`config.mk`:
```
export PLATFORM = sky130hd
export DESIGN_NAME = i2c_byte_master_flat
export DESIGN_NICKNAME = d
export VERILOG_FILES = /design/src/rtl/i2c_master_pkg.sv /design/src/rtl/i2c_byte_master_if.sv /design/src/rtl/i2c_quarter_tick.sv /design/src/rtl/i2c_byte_master.sv /design/src/flat_wrapper.sv
export SDC_FILE = /design/constraint.sdc
export NUM_CORES = 1
export LEC_CHECK = 0
export ABC_CLOCK_PERIOD_IN_PS = 5700
export BUFFER_PORTS_ARGS = -buffer_cell sky130_fd_sc_hd__buf_2
export CORE_MARGIN = 4
export CORE_UTILIZATION = 65
export CTS_BUF_LIST = sky130_fd_sc_hd__clkbuf_4 sky130_fd_sc_hd__clkbuf_8
export DETAILED_ROUTE_END_ITERATION = 6
export GPL_TIMING_DRIVEN = 0
export PLACE_DENSITY = 0.95
export RECOVER_POWER = 25
export SLEW_MARGIN = 20
export SYNTH_ARGS = -nofsm -noshare
export SYNTH_HDL_FRONTEND = slang
export SYNTH_HIERARCHICAL = 1
export SYNTH_SLANG_ARGS = --single-unit
```
`constraint.sdc`:
```
create_clock -name clk -period 5.7 [get_ports clk]
set_clock_uncertainty 0.15 [all_clocks]
set_input_delay 0.57 -clock clk [delete_from_list [all_inputs] [get_ports clk]]
set_output_delay 0.57 -clock clk [all_outputs]
set_load 0.01 [all_outputs]
```
`src/rtl/i2c_master_pkg.sv`:
```
// Shared definitions for the I2C byte master: register map, command and
// status bit positions, FSM states and the per-phase bus level decode.
package i2c_master_pkg;

    localparam logic [1:0] ADDR_DATA = 2'd0;
    localparam logic [1:0] ADDR_CMD  = 2'd1;

    localparam int CMD_START = 0;
    localparam int CMD_WRITE = 1;
    localparam int CMD_READ  = 2;
    localparam int CMD_STOP  = 3;
    localparam int CMD_NACK  = 4;

    localparam int ST_BUSY    = 0;
    localparam int ST_ACK_ERR = 1;
    localparam int ST_DONE    = 2;

    localparam int PHASE_W = 2;

    typedef logic [PHASE_W-1:0] phase_t;

    typedef enum logic [1:0] {
        IDLE,
        START,
        DATA,
        STOP
    } state_t;

    // Returns {scl, sda_released} for a given state/phase.
    function automatic logic [1:0] bus_levels(
        input state_t st,
        input phase_t ph,
        input logic   rel
    );
        logic [1:0] lv;
        lv = 2'b11;
        unique case (st)
            START: begin
                unique case (ph)
                    2'd0:    lv = 2'b01;
                    2'd1:    lv = 2'b11;
                    2'd2:    lv = 2'b10;
                    default: lv = 2'b00;
                endcase
            end
            DATA: lv = {(ph == 2'd1) || (ph == 2'd2), rel};
            STOP: begin
                unique case (ph)
                    2'd0:    lv = 2'b00;
                    2'd1:    lv = 2'b10;
                    default: lv = 2'b11;
                endcase
            end
            default: lv = 2'b11;
        endcase
        return lv;
    endfunction

    // SDA release level for a bit slot (8..1 data, 0 acknowledge).
    function automatic logic slot_rel(
        input logic [3:0] s,
        input logic       rd,
        input logic       nk,
        input logic [7:0] tx
    );
        if (s == 4'd0)
            return rd ? nk : 1'b1;
        return rd ? 1'b1 : tx[3'(s - 4'd1)];
    endfunction

endpackage

```
`src/rtl/i2c_byte_master_if.sv`:
```
// Avalon-MM register port plus I2C pin bundle of the byte master.
interface i2c_byte_master_if;
    logic [1:0] address;
    logic       chipselect;
    logic       write_n;
    logic [7:0] writedata;
    logic [7:0] readdata;
    logic       scl_out;
    logic       sda_oe;
    logic       sda_in;

    modport slave (
        input  address, chipselect, write_n, writedata, sda_in,
        output readdata, scl_out, sda_oe
    );

    modport master (
        output address, chipselect, write_n, writedata, sda_in,
        input  readdata, scl_out, sda_oe
    );
endinterface

```
`src/rtl/i2c_quarter_tick.sv`:
```
// Quarter-SCL-period tick: down-counter of CLK_DIV cycles, reloaded on clear.
module i2c_quarter_tick #(
    parameter int CLK_DIV = 125
) (
    input  logic clk,
    input  logic reset,
    input  logic en,
    input  logic clear,
    output logic tick
);

    localparam logic [9:0] RELOAD = 10'(CLK_DIV - 1);

    logic [9:0] cnt;

    always_ff @(posedge clk or posedge reset) begin
        if (reset)
            cnt <= '0;
        else if (clear)
            cnt <= RELOAD;
        else if (en)
            cnt <= (cnt == 10'd0) ? RELOAD : cnt - 10'd1;
    end

    assign tick = en & ~clear & (cnt == 10'd0);

endmodule

```
`src/rtl/i2c_byte_master.sv`:
```
// Avalon-MM I2C byte master: START / WRITE / READ / STOP sequencing with
// 4-phase bit timing and ACK status.
module i2c_byte_master
    import i2c_master_pkg::*;
#(
    parameter int CLK_DIV = 125
) (
    input logic clk,
    input logic reset,
    i2c_byte_master_if.slave bus
);

    logic       wr_stb;
    logic       cmd_wr;
    logic       cmd_go;
    logic       cmd_nop;
    logic       tick;
    logic       busy;
    logic       done;
    logic       ack_err;
    logic [7:0] txdata;
    logic [7:0] rxdata;
    logic [7:0] rx_sh;
    state_t     state;
    phase_t     phase;
    logic [3:0] slot;
    logic       do_write;
    logic       do_read;
    logic       do_stop;
    logic       nack;
    logic       scl_q;
    logic       sda_oe_q;

    state_t     go_state;
    logic       go_rd;
    state_t     nxt_state;
    phase_t     nxt_phase;
    logic [3:0] nxt_slot;
    logic       fin;
    logic [1:0] lv_go;
    logic [1:0] lv_adv;

    assign wr_stb  = bus.chipselect & ~bus.write_n;
    assign cmd_wr  = wr_stb && (bus.address == ADDR_CMD) && !busy;
    assign cmd_go  = cmd_wr && (bus.writedata[3:0] != 4'd0);
    assign cmd_nop = cmd_wr && (bus.writedata[3:0] == 4'd0);

    i2c_quarter_tick #(.CLK_DIV(CLK_DIV)) u_tick (
        .clk   (clk),
        .reset (reset),
        .en    (busy),
        .clear (cmd_go),
        .tick  (tick)
    );

    assign go_rd = bus.writedata[CMD_READ] & ~bus.writedata[CMD_WRITE];

    always_comb begin
        go_state = STOP;
        if (bus.writedata[CMD_START])
            go_state = START;
        else if (bus.writedata[CMD_WRITE] | bus.writedata[CMD_READ])
            go_state = DATA;
    end

    // Next position after the current phase expires.
    always_comb begin
        nxt_state = state;
        nxt_phase = phase + 2'd1;
        nxt_slot  = slot;
        fin       = 1'b0;
        if (phase == 2'd3) begin
            unique case (state)
                START: begin
                    nxt_slot = 4'd8;
                    if (do_write | do_read)
                        nxt_state = DATA;
                    else if (do_stop)
                        nxt_state = STOP;
                    else
                        fin = 1'b1;
                end
                DATA: begin
                    if (slot != 4'd0)
                        nxt_slot = slot - 4'd1;
                    else if (do_stop)
                        nxt_state = STOP;
                    else
                        fin = 1'b1;
                end
                default: fin = 1'b1;
            endcase
        end
    end

    assign lv_go = bus_levels(go_state, 2'd0,
        slot_rel(4'd8, go_rd, bus.writedata[CMD_NACK], txdata));
    assign lv_adv = bus_levels(nxt_state, nxt_phase,
        slot_rel(nxt_slot, do_read, nack, txdata));

    always_ff @(posedge clk or posedge reset) begin
        if (reset) begin
            txdata   <= '0;
            rxdata   <= '0;
            rx_sh    <= '0;
            busy     <= 1'b0;
            done     <= 1'b0;
            ack_err  <= 1'b0;
            state    <= IDLE;
            phase    <= '0;
            slot     <= '0;
            do_write <= 1'b0;
            do_read  <= 1'b0;
            do_stop  <= 1'b0;
            nack     <= 1'b0;
            scl_q    <= 1'b1;
            sda_oe_q <= 1'b0;
        end else begin
            if (wr_stb && (bus.address == ADDR_DATA) && !busy)
                txdata <= bus.writedata;
            if (cmd_nop) begin
                done    <= 1'b1;
                ack_err <= 1'b0;
            end else if (cmd_go) begin
                busy     <= 1'b1;
                done     <= 1'b0;
                ack_err  <= 1'b0;
                do_write <= bus.writedata[CMD_WRITE];
                do_read  <= go_rd;
                do_stop  <= bus.writedata[CMD_STOP];
                nack     <= bus.writedata[CMD_NACK];
                state    <= go_state;
                phase    <= '0;
                slot     <= 4'd8;
                scl_q    <= lv_go[1];
                sda_oe_q <= ~lv_go[0];
            end else if (busy && tick) begin
                // sda_in is taken on the last clk of the SCL-high q2 phase
                if (state == DATA && phase == 2'd2) begin
                    if (slot == 4'd0) begin
                        if (do_write)
                            ack_err <= bus.sda_in;
                    end else if (do_read) begin
                        rx_sh <= {rx_sh[6:0], bus.sda_in};
                    end
                end
                if (state == DATA && phase == 2'd3 && slot == 4'd0
                    && do_read)
                    rxdata <= rx_sh;
                if (fin) begin
                    state <= IDLE;
                    phase <= '0;
                    busy  <= 1'b0;
                    done  <= 1'b1;
                end else begin
                    state    <= nxt_state;
                    phase    <= nxt_phase;
                    slot     <= nxt_slot;
                    scl_q    <= lv_adv[1];
                    sda_oe_q <= ~lv_adv[0];
                end
            end
        end
    end

    assign bus.scl_out = scl_q;
    assign bus.sda_oe  = sda_oe_q;

    always_comb begin
        bus.readdata = '0;
        unique case (1'b1)
            (bus.address == ADDR_DATA): bus.readdata = rxdata;
            (bus.address == ADDR_CMD):
                bus.readdata = {5'd0, done, ack_err, busy};
            default: bus.readdata = '0;
        endcase
    end

endmodule

```
`src/flat_wrapper.sv`:
```
// flat-port wrapper written by rule: the top's interface ports become plain ports
module i2c_byte_master_flat import i2c_master_pkg::*;
#(
    parameter int CLK_DIV = 125
)
  (clk, reset, bus_address, bus_chipselect, bus_write_n, bus_writedata, bus_sda_in, bus_readdata, bus_scl_out, bus_sda_oe);
  i2c_byte_master_if bus_i ();
  input logic clk;
  input logic reset;
  input wire logic [$bits(bus_i.address)-1:0] bus_address;
  input wire logic [$bits(bus_i.chipselect)-1:0] bus_chipselect;
  input wire logic [$bits(bus_i.write_n)-1:0] bus_write_n;
  input wire logic [$bits(bus_i.writedata)-1:0] bus_writedata;
  input wire logic [$bits(bus_i.sda_in)-1:0] bus_sda_in;
  output wire logic [$bits(bus_i.readdata)-1:0] bus_readdata;
  output wire logic [$bits(bus_i.scl_out)-1:0] bus_scl_out;
  output wire logic [$bits(bus_i.sda_oe)-1:0] bus_sda_oe;
  assign bus_i.address = bus_address;
  assign bus_i.chipselect = bus_chipselect;
  assign bus_i.write_n = bus_write_n;
  assign bus_i.writedata = bus_writedata;
  assign bus_i.sda_in = bus_sda_in;
  assign bus_readdata = bus_i.readdata;
  assign bus_scl_out = bus_i.scl_out;
  assign bus_sda_oe = bus_i.sda_oe;
  i2c_byte_master #(.CLK_DIV(CLK_DIV)) u_core (.clk(clk), .reset(reset), .bus(bus_i));
endmodule
```
=== Yosys cells after proc, flatten, opt, wreduce, memory -nomap -nowiden ===
Cells that the tools add are included.

* Bits in registers: 51

* Add/sub/neg operators: 4
* Order comparisons: 1
* Equality and inequality tests: 14
* Multiplexer cells: 59
* Bitwise logic cells: 13
* Reductions and logical operators: 37

{| class="wikitable"
|+ Operator list
! operator !! count
|-
| two-way mux 1 bit || 31
|-
| two-way mux 10 bit || 3
|-
| two-way mux 2 bit || 11
|-
| two-way mux 4 bit || 5
|-
| one-hot mux 2 bit (3 select lines) || 3
|-
| equality test 2 bit (second input constant) || 8
|-
| one-hot mux 8 bit (2 select lines) || 1
|-
| nonzero test 3 bit || 5
|-
| zero test 4 bit || 3
|-
| logical AND 1 bit || 11
|-
| equality test 2 x 1 -> 1 bit (second input constant) || 5
|-
| zero test 10 bit || 1
|-
| subtractor 10 x 1 -> 10 bit (second input constant) || 1
|-
| one-hot mux 2 bit (2 select lines) || 2
|-
| one-hot mux 4 bit (2 select lines) || 1
|-
| AND reduction 4 bit || 2
|-
| nonzero test 4 bit || 2
|-
| NOT 1 bit || 7
|-
| AND reduction 2 bit || 3
|-
| AND reduction 3 bit || 2
|-
| AND reduction 6 bit || 1
|-
| nonzero test 2 bit || 3
|-
| AND 1 bit || 4
|-
| zero test 2 bit || 2
|-
| other kinds (10) || 11
|}

=== Longest topological paths before layout ===
* Word-level depth: 14
* Gate-level depth with buffers: 13
* Depth with buffers taken out: 12

=== Modules after synthesis ===
Netlist, hierarchy kept.

{| class="wikitable"
|+ By module, submodules not included
! module !! times used !! cells each !! area an instance (um2) !! seq. area each (um2)
|-
| i2c_byte_master || 1 || 221 || 2372.3 || 1027.2
|-
| i2c_quarter_tick || 1 || 65 || 621.8 || 250.2
|}

=== Worst setup path after synthesis ===
No wires, ideal clock.

* Path kind: register to register
* From: register u_core.state[0]
* To: register u_core.sda_oe_q, in the netlist u_core/bus.sda_oe
* Data arrival time: 2.828 ns
* Data required time: 5.478 ns
* Slack: 2.650 ns
* Cell stages (with the launch flop): 14
* Buffers on the path: 1
* Clock period less this slack: 3.050 ns
* Cell sequence: dfrtp_1 > inv_1 > ha_1 > nor2b_1 > buf_6 > nand2_2 > a21oi_2 > ha_1 > inv_1 > mux4_1 > mux2_4 > a211oi_2 > nor4b_1 > nor2_1

* Cells in the longest elaborated chain, start to end: 13

{| class="wikitable"
|+ RTL lines
! what !! line !! RTL
|-
| from (decl) || i2c_byte_master.sv:24 || <nowiki>state_t state;</nowiki>
|-
| from (signal assigned) || i2c_byte_master.sv:132 || <nowiki>state <= go_state;</nowiki>
|-
| from (signal assigned) || i2c_byte_master.sv:156 || <nowiki>state <= nxt_state;</nowiki>
|-
| equality test 2 bit / equality test 2 x 1 -> 1 bit (equally long branches) || i2c_byte_master.sv:73 || <nowiki>unique case (state)</nowiki>
|-
| one-hot mux 4 bit (2 select lines) || i2c_byte_master.sv:73 ||
|-
| two-way mux 4 bit || i2c_byte_master.sv:72 || <nowiki>if (phase == 2'd3) begin</nowiki>
|-
| subtractor 3 x 1 -> 3 bit || i2c_master_pkg.sv:68 || <nowiki>return rd ? 1'b1 : tx[3'(s - 4'd1)];</nowiki>
|-
| binary-select mux 1 bit (select 3 bit) || i2c_master_pkg.sv:68 ||
|-
| two-way mux 1 bit (implied by the code) || i2c_master_pkg.sv:68 ||
|-
| two-way mux 1 bit (2 in a row) || i2c_master_pkg.sv:68 ||
|-
| one-hot mux 2 bit (3 select lines) || i2c_master_pkg.sv:37 || <nowiki>unique case (st)</nowiki>
|-
| NOT 1 bit || i2c_byte_master.sv:160 || <nowiki>sda_oe_q <= ~lv_adv[0];</nowiki>
|-
| two-way mux 1 bit || i2c_byte_master.sv:150 || <nowiki>if (fin) begin</nowiki>
|-
| two-way mux 1 bit || i2c_byte_master.sv:137 || <nowiki>end else if (busy && tick) begin</nowiki>
|-
| two-way mux 1 bit || i2c_byte_master.sv:124 || <nowiki>end else if (cmd_go) begin</nowiki>
|-
| to (signal assigned) || i2c_byte_master.sv:136 || <nowiki>sda_oe_q <= ~lv_go[0];</nowiki>
|-
| to (signal assigned) || i2c_byte_master.sv:160 ||
|-
| to (decl) || i2c_byte_master.sv:32 || <nowiki>logic sda_oe_q;</nowiki>
|}

Parallel ways exist; a longest one is shown, timed or not. The select of a mux whose other input is x is not followed.
A chain may end at the register's enable or synchronous reset.

=== Final worst setup path ===
* From: register u_core.busy
* To: register u_core.rx_sh[1]

* Cells in the longest elaborated chain, start to end: 8

{| class="wikitable"
|+ RTL lines
! what !! line !! RTL
|-
| from (decl) || i2c_byte_master.sv:18 || <nowiki>logic busy;</nowiki>
|-
| from (signal assigned) || i2c_byte_master.sv:106 || <nowiki>busy <= 1'b0;</nowiki>
|-
| from (signal assigned) || i2c_byte_master.sv:125 || <nowiki>busy <= 1'b1;</nowiki>
|-
| from (signal assigned) || i2c_byte_master.sv:153 || <nowiki>busy <= 1'b0;</nowiki>
|-
| zero test 1 bit || i2c_byte_master.sv:44 || <nowiki>assign cmd_wr = wr_stb && (bus.address == ADDR_CMD) && !busy;</nowiki>
|-
| logical AND 1 bit || i2c_byte_master.sv:44 ||
|-
| logical AND 1 bit || i2c_byte_master.sv:45 || <nowiki>assign cmd_go = cmd_wr && (bus.writedata[3:0] != 4'd0);</nowiki>
|-
| via u_core.cmd_go || i2c_byte_master.sv:15 || <nowiki>logic cmd_go;</nowiki>
|-
| NOT 1 bit (no line) || -- ||
|-
| AND 1 bit (2 in a row) || i2c_quarter_tick.sv:25 || <nowiki>assign tick = en & ~clear & (cnt == 10'd0);</nowiki>
|-
| via u_core.tick || i2c_byte_master.sv:17 || <nowiki>logic tick;</nowiki>
|-
| logical AND 1 bit || i2c_byte_master.sv:137 ||
|-
| AND reduction 6 bit (no line) || -- ||
|-
| to (signal assigned) || i2c_byte_master.sv:144 || <nowiki>rx_sh <= {rx_sh[6:0], bus.sda_in};</nowiki>
|-
| to (decl) || i2c_byte_master.sv:23 || <nowiki>logic [7:0] rx_sh;</nowiki>
|}

The timed path passes the listed nets, and every way through them passes these cells.

==> impl_metrics.json <==
{
  "portBuffers": 23,
  "post-cts-setup-buffers": 0,
  "die-area_um2": 5760,
  "path_buf_inv": 2,
  "io_pins": 25,
  "arrival_ns": 3.69,
  "grt_first_pass_wirelength_mm": 11.3,
  "clk_latency_ns": 0.31,
  "leakage_nw": 1.49,
  "post-route-period-util_pct": 63.9,
  "syn_inst": 286,
  "dp_hpwl_mm": 4.82,
  "routed_wl_mm": 6.60,
  "syn2layout_area_growth_pct": 9.32,
  "synthArstFlopShare_pct": 100,
  "r2r_cells": 10,
  "endpoint": "u_core/rx_sh[1]",
  "grt_use_total_pct": 25.8,
  "synth_area_um2": 2990,
  "fillers": 281,
  "ys.flop_type": "dfrtp_1",
  "hold_slack_ns": 0.0766,
  "drc": 0,
  "rows": 24,
  "nets": 340,
  "crit_type": "reg2reg",
  "r2r_slack_ns": 2.06,
  "worstPathCellList": "nor3b_1 -> nand3b_1 -> a21o_2 -> clkinv_1 -> inv_1 -> and4_1 -> and2_1 -> nand4_1 -> nor2_1 -> mux2_2",
  "multiInputGateArea_um2": 1620,
  "routabilityCongestion": 0.898,
  "antenna_found_initial": 0,
  "cts_tree": "done",
  "wire_per_inst_um": 17.8,
  "end_kind": "flop",
  "tightest_slew_ns": 1.64,
  "grt_pass1_vias": 2440,
  "synthTopCellsByArea": "dfrtp_1 42%, mux2_2 9.8%, ha_1 3.3%",
  "status": "complete, but fails checks",
  "overflow": 0,
  "cp.required_ns": 5.75,
  "post-route-min-period_ns": 3.64,
  "drtPass1Iterations": 4,
  "avgSynthCellArea_um2": 10.5,
  "dieWidth_um": 75.9,
  "drtAntennaViolNets": 0,
  "yosysUniqueCellTypes": 65,
  "cts_max_path_buffers": 2,
  "layout-drive-gt1-share_pct": 25.8,
  "cp_num_cells": 10,
  "cp-start-kind": "flop",
  "hold_viol": 0,
  "timing.rr.end": "u_core/rx_sh[1]",
  "synth_top_area_share_pct": 41.8,
  "critPathSlowestCell": "nor2_1",
  "maxCapViolCount": 1,
  "drtIter0Drc": 240,
  "synth-edff-count": 0,
  "start_util_pct": 67.8,
  "final-seq-area_um2": 1280,
  "cts_hold_buf": 0,
  "synth_top_cell_by_area": "dfrtp_1",
  "max_stage_delay_ns": 0.60,
  "cts_resized": 0,
  "clkSlewWorstSetupHoldPaths_ns": 0.10,
  "syn-num-nets": 309,
  "die_y_um": 75.9,
  "ir_drop_mv": 0.256,
  "finalSetupViolCount": 0,
  "tns_ns": 0,
  "cp_max_fo": 12,
  "viasPerCell": 6.42,
  "htree_levels": 2,
  "grt_max_degree": 31,
  "numCtsBuffers": 5,
  "worstReg2RegStart": "u_core/busy",
  "final_cell_mix": "50 x dfrtp_1, 26 x mux2_2, 24 x buf_2",
  "yosys_register_bits": 51,
  "synth_seq_area_share_pct": 42.7,
  "fmaxAchievable_ghz": 0.275,
  "final_common_cell": "dfrtp_1",
  "hold_path.class": "in2async",
  "yosysWarnings": 6,
  "cts-root-buf": "clkbuf_8",
  "antenna_cells": 0,
  "rsz0062_at_grt": "no",
  "violations": "capacitance limit, slew limit",
  "powerDensity_nw_per_um2": 356,
  "core_um2": 4410,
  "critPathTopFamily": "simple AND/OR/NAND/NOR gates",
  "critical_path.startpoint": "u_core/busy",
  "dr_total_vias": 2377,
  "cts_num_sinks": 51,
  "slew_violations": 31,
  "maxSlewHeadroom_pct": -9.57
}
## sequential cells by signal (all words and copies together) (netlist names)
name	flops
u_core/txdata	8
u_core/u_tick/cnt	10
u_core/ack_err	1
u_core/do_read	1
u_core/state	2
u_core/bus.scl_out	1
u_core/nack	1
u_core/bus.sda_oe	1
u_core/do_stop	1
u_core/do_write	1
u_core/busy	1
u_core/phase	2
u_core/slot	4
u_core/rxdata	8
u_core/rx_sh	8
u_core/done	1
## synth_stat cells (2+ instances only)
| library cell | count |
|---|---|
| and2_1 | 7 |
| nor4_1 | 3 |
| mux2i_1 | 6 |
| a211oi_2 | 2 |
| clkbuf_1 | 4 |
| nor4b_1 | 4 |
| mux2_2 | 26 |
| nand2_1 | 21 |
| nor2b_1 | 5 |
| dfrtp_1 | 50 |
| a21oi_2 | 2 |
| inv_1 | 11 |
| nand2b_1 | 2 |
| a211oi_1 | 2 |
| nor2_1 | 20 |
| xnor2_1 | 3 |
| nand2_2 | 2 |
| o211ai_1 | 2 |
| ha_1 | 8 |
| a21oi_1 | 8 |
| a31oi_1 | 4 |
| or4_1 | 3 |
| and3_1 | 3 |
| o21ai_1 | 7 |
| a31o_1 | 2 |
| nand3b_1 | 7 |
| o21ai_0 | 4 |
| o21a_1 | 3 |
| nand3_1 | 11 |
| xor2_1 | 2 |
| or3_1 | 6 |
| buf_6 | 3 |
| nor3_1 | 11 |
## logic make-up (layout without fill, tap and decap cells)
| kind of cell | Yosys count | count (layout) | synth area share (%) |
|---|---|---|---|
| buf+inv | 20 | 52 | 3.30 |
| simple gates | 120 | 120 | 24.2 |
| mux | 35 | 35 | 13.9 |
| xor+xnor | 5 | 5 | 1.46 |
| fa+ha+maj | 8 | 8 | 3.34 |
| flops | 51 | 51 | 42.7 |
| compound gates | 47 | 47 | 11.2 |
## final cells by class
cell class	instances	area share, %
Clock inverter	3	0.803
Tap cell	52	1.99
Sequential cell	51	39.0
Buffer	8	1.64
Multi-Input combinational cell	215	49.4
Inverter	12	1.38
Timing Repair Buffer	24	3.63
Clock buffer	5	2.10
## worst reg2reg max path: stages, from the launching register on
cell and delay, ns:
dfrtp_1 0.55, nor3b_1 0.16, nand3b_1 0.18, a21o_2 0.19
clkinv_1 0.36, inv_1 0.30, and4_1 0.25, and2_1 0.26
nand4_1 0.13, nor2_1 0.60, mux2_2 0.42
## routing by layer
| layer | vias to the layer above | global-route usage (%) | routed length, um |
|---|---|---|---|
| met1 | 1169 | 33.1 | 2800 |
| met2 | 83 | 43.2 | 3280 |
| met5 | - | 0 | 0 |
| met4 | 0 | 9.71 | 162 |
| li1 | 1109 | - | - |
| met3 | 16 | 5.28 | 355 |
## where the power goes
| part | switching, mW | leakage, nW | internal (mW) |
|---|---|---|---|
| sequential | 0.104 | 0.655 | 0.446 |
| clock | 0.129 | 0.0491 | 0.0905 |
| combinational | 0.197 | 0.786 | 0.197 |
## metrics by stage
step	utilization [%]	cell area (um2)	power (mW)	cells	worst slack, ns
finish	74.1	3270	1.16	370	2.06
global route	74.1	3270	1.24	370	1.86
CTS	74.5	3290	1.16	370	2.16
detailed placement	72.4	3190	0.938	362	2.00
global placement	71.9	3170	0.907	361	2.10
floorplan	-	2990	0.832	286	2.65
## how the worst min path moves through the flow
stage | end
floorplan | u_core/u_tick/cnt[0]
global placement | u_core/nack
detailed placement | u_core/nack
CTS | u_core/rx_sh[1]
global route | u_core/u_tick/cnt[9]
finish | u_core/u_tick/cnt[9]
Power figures use the tool's default switching activity.
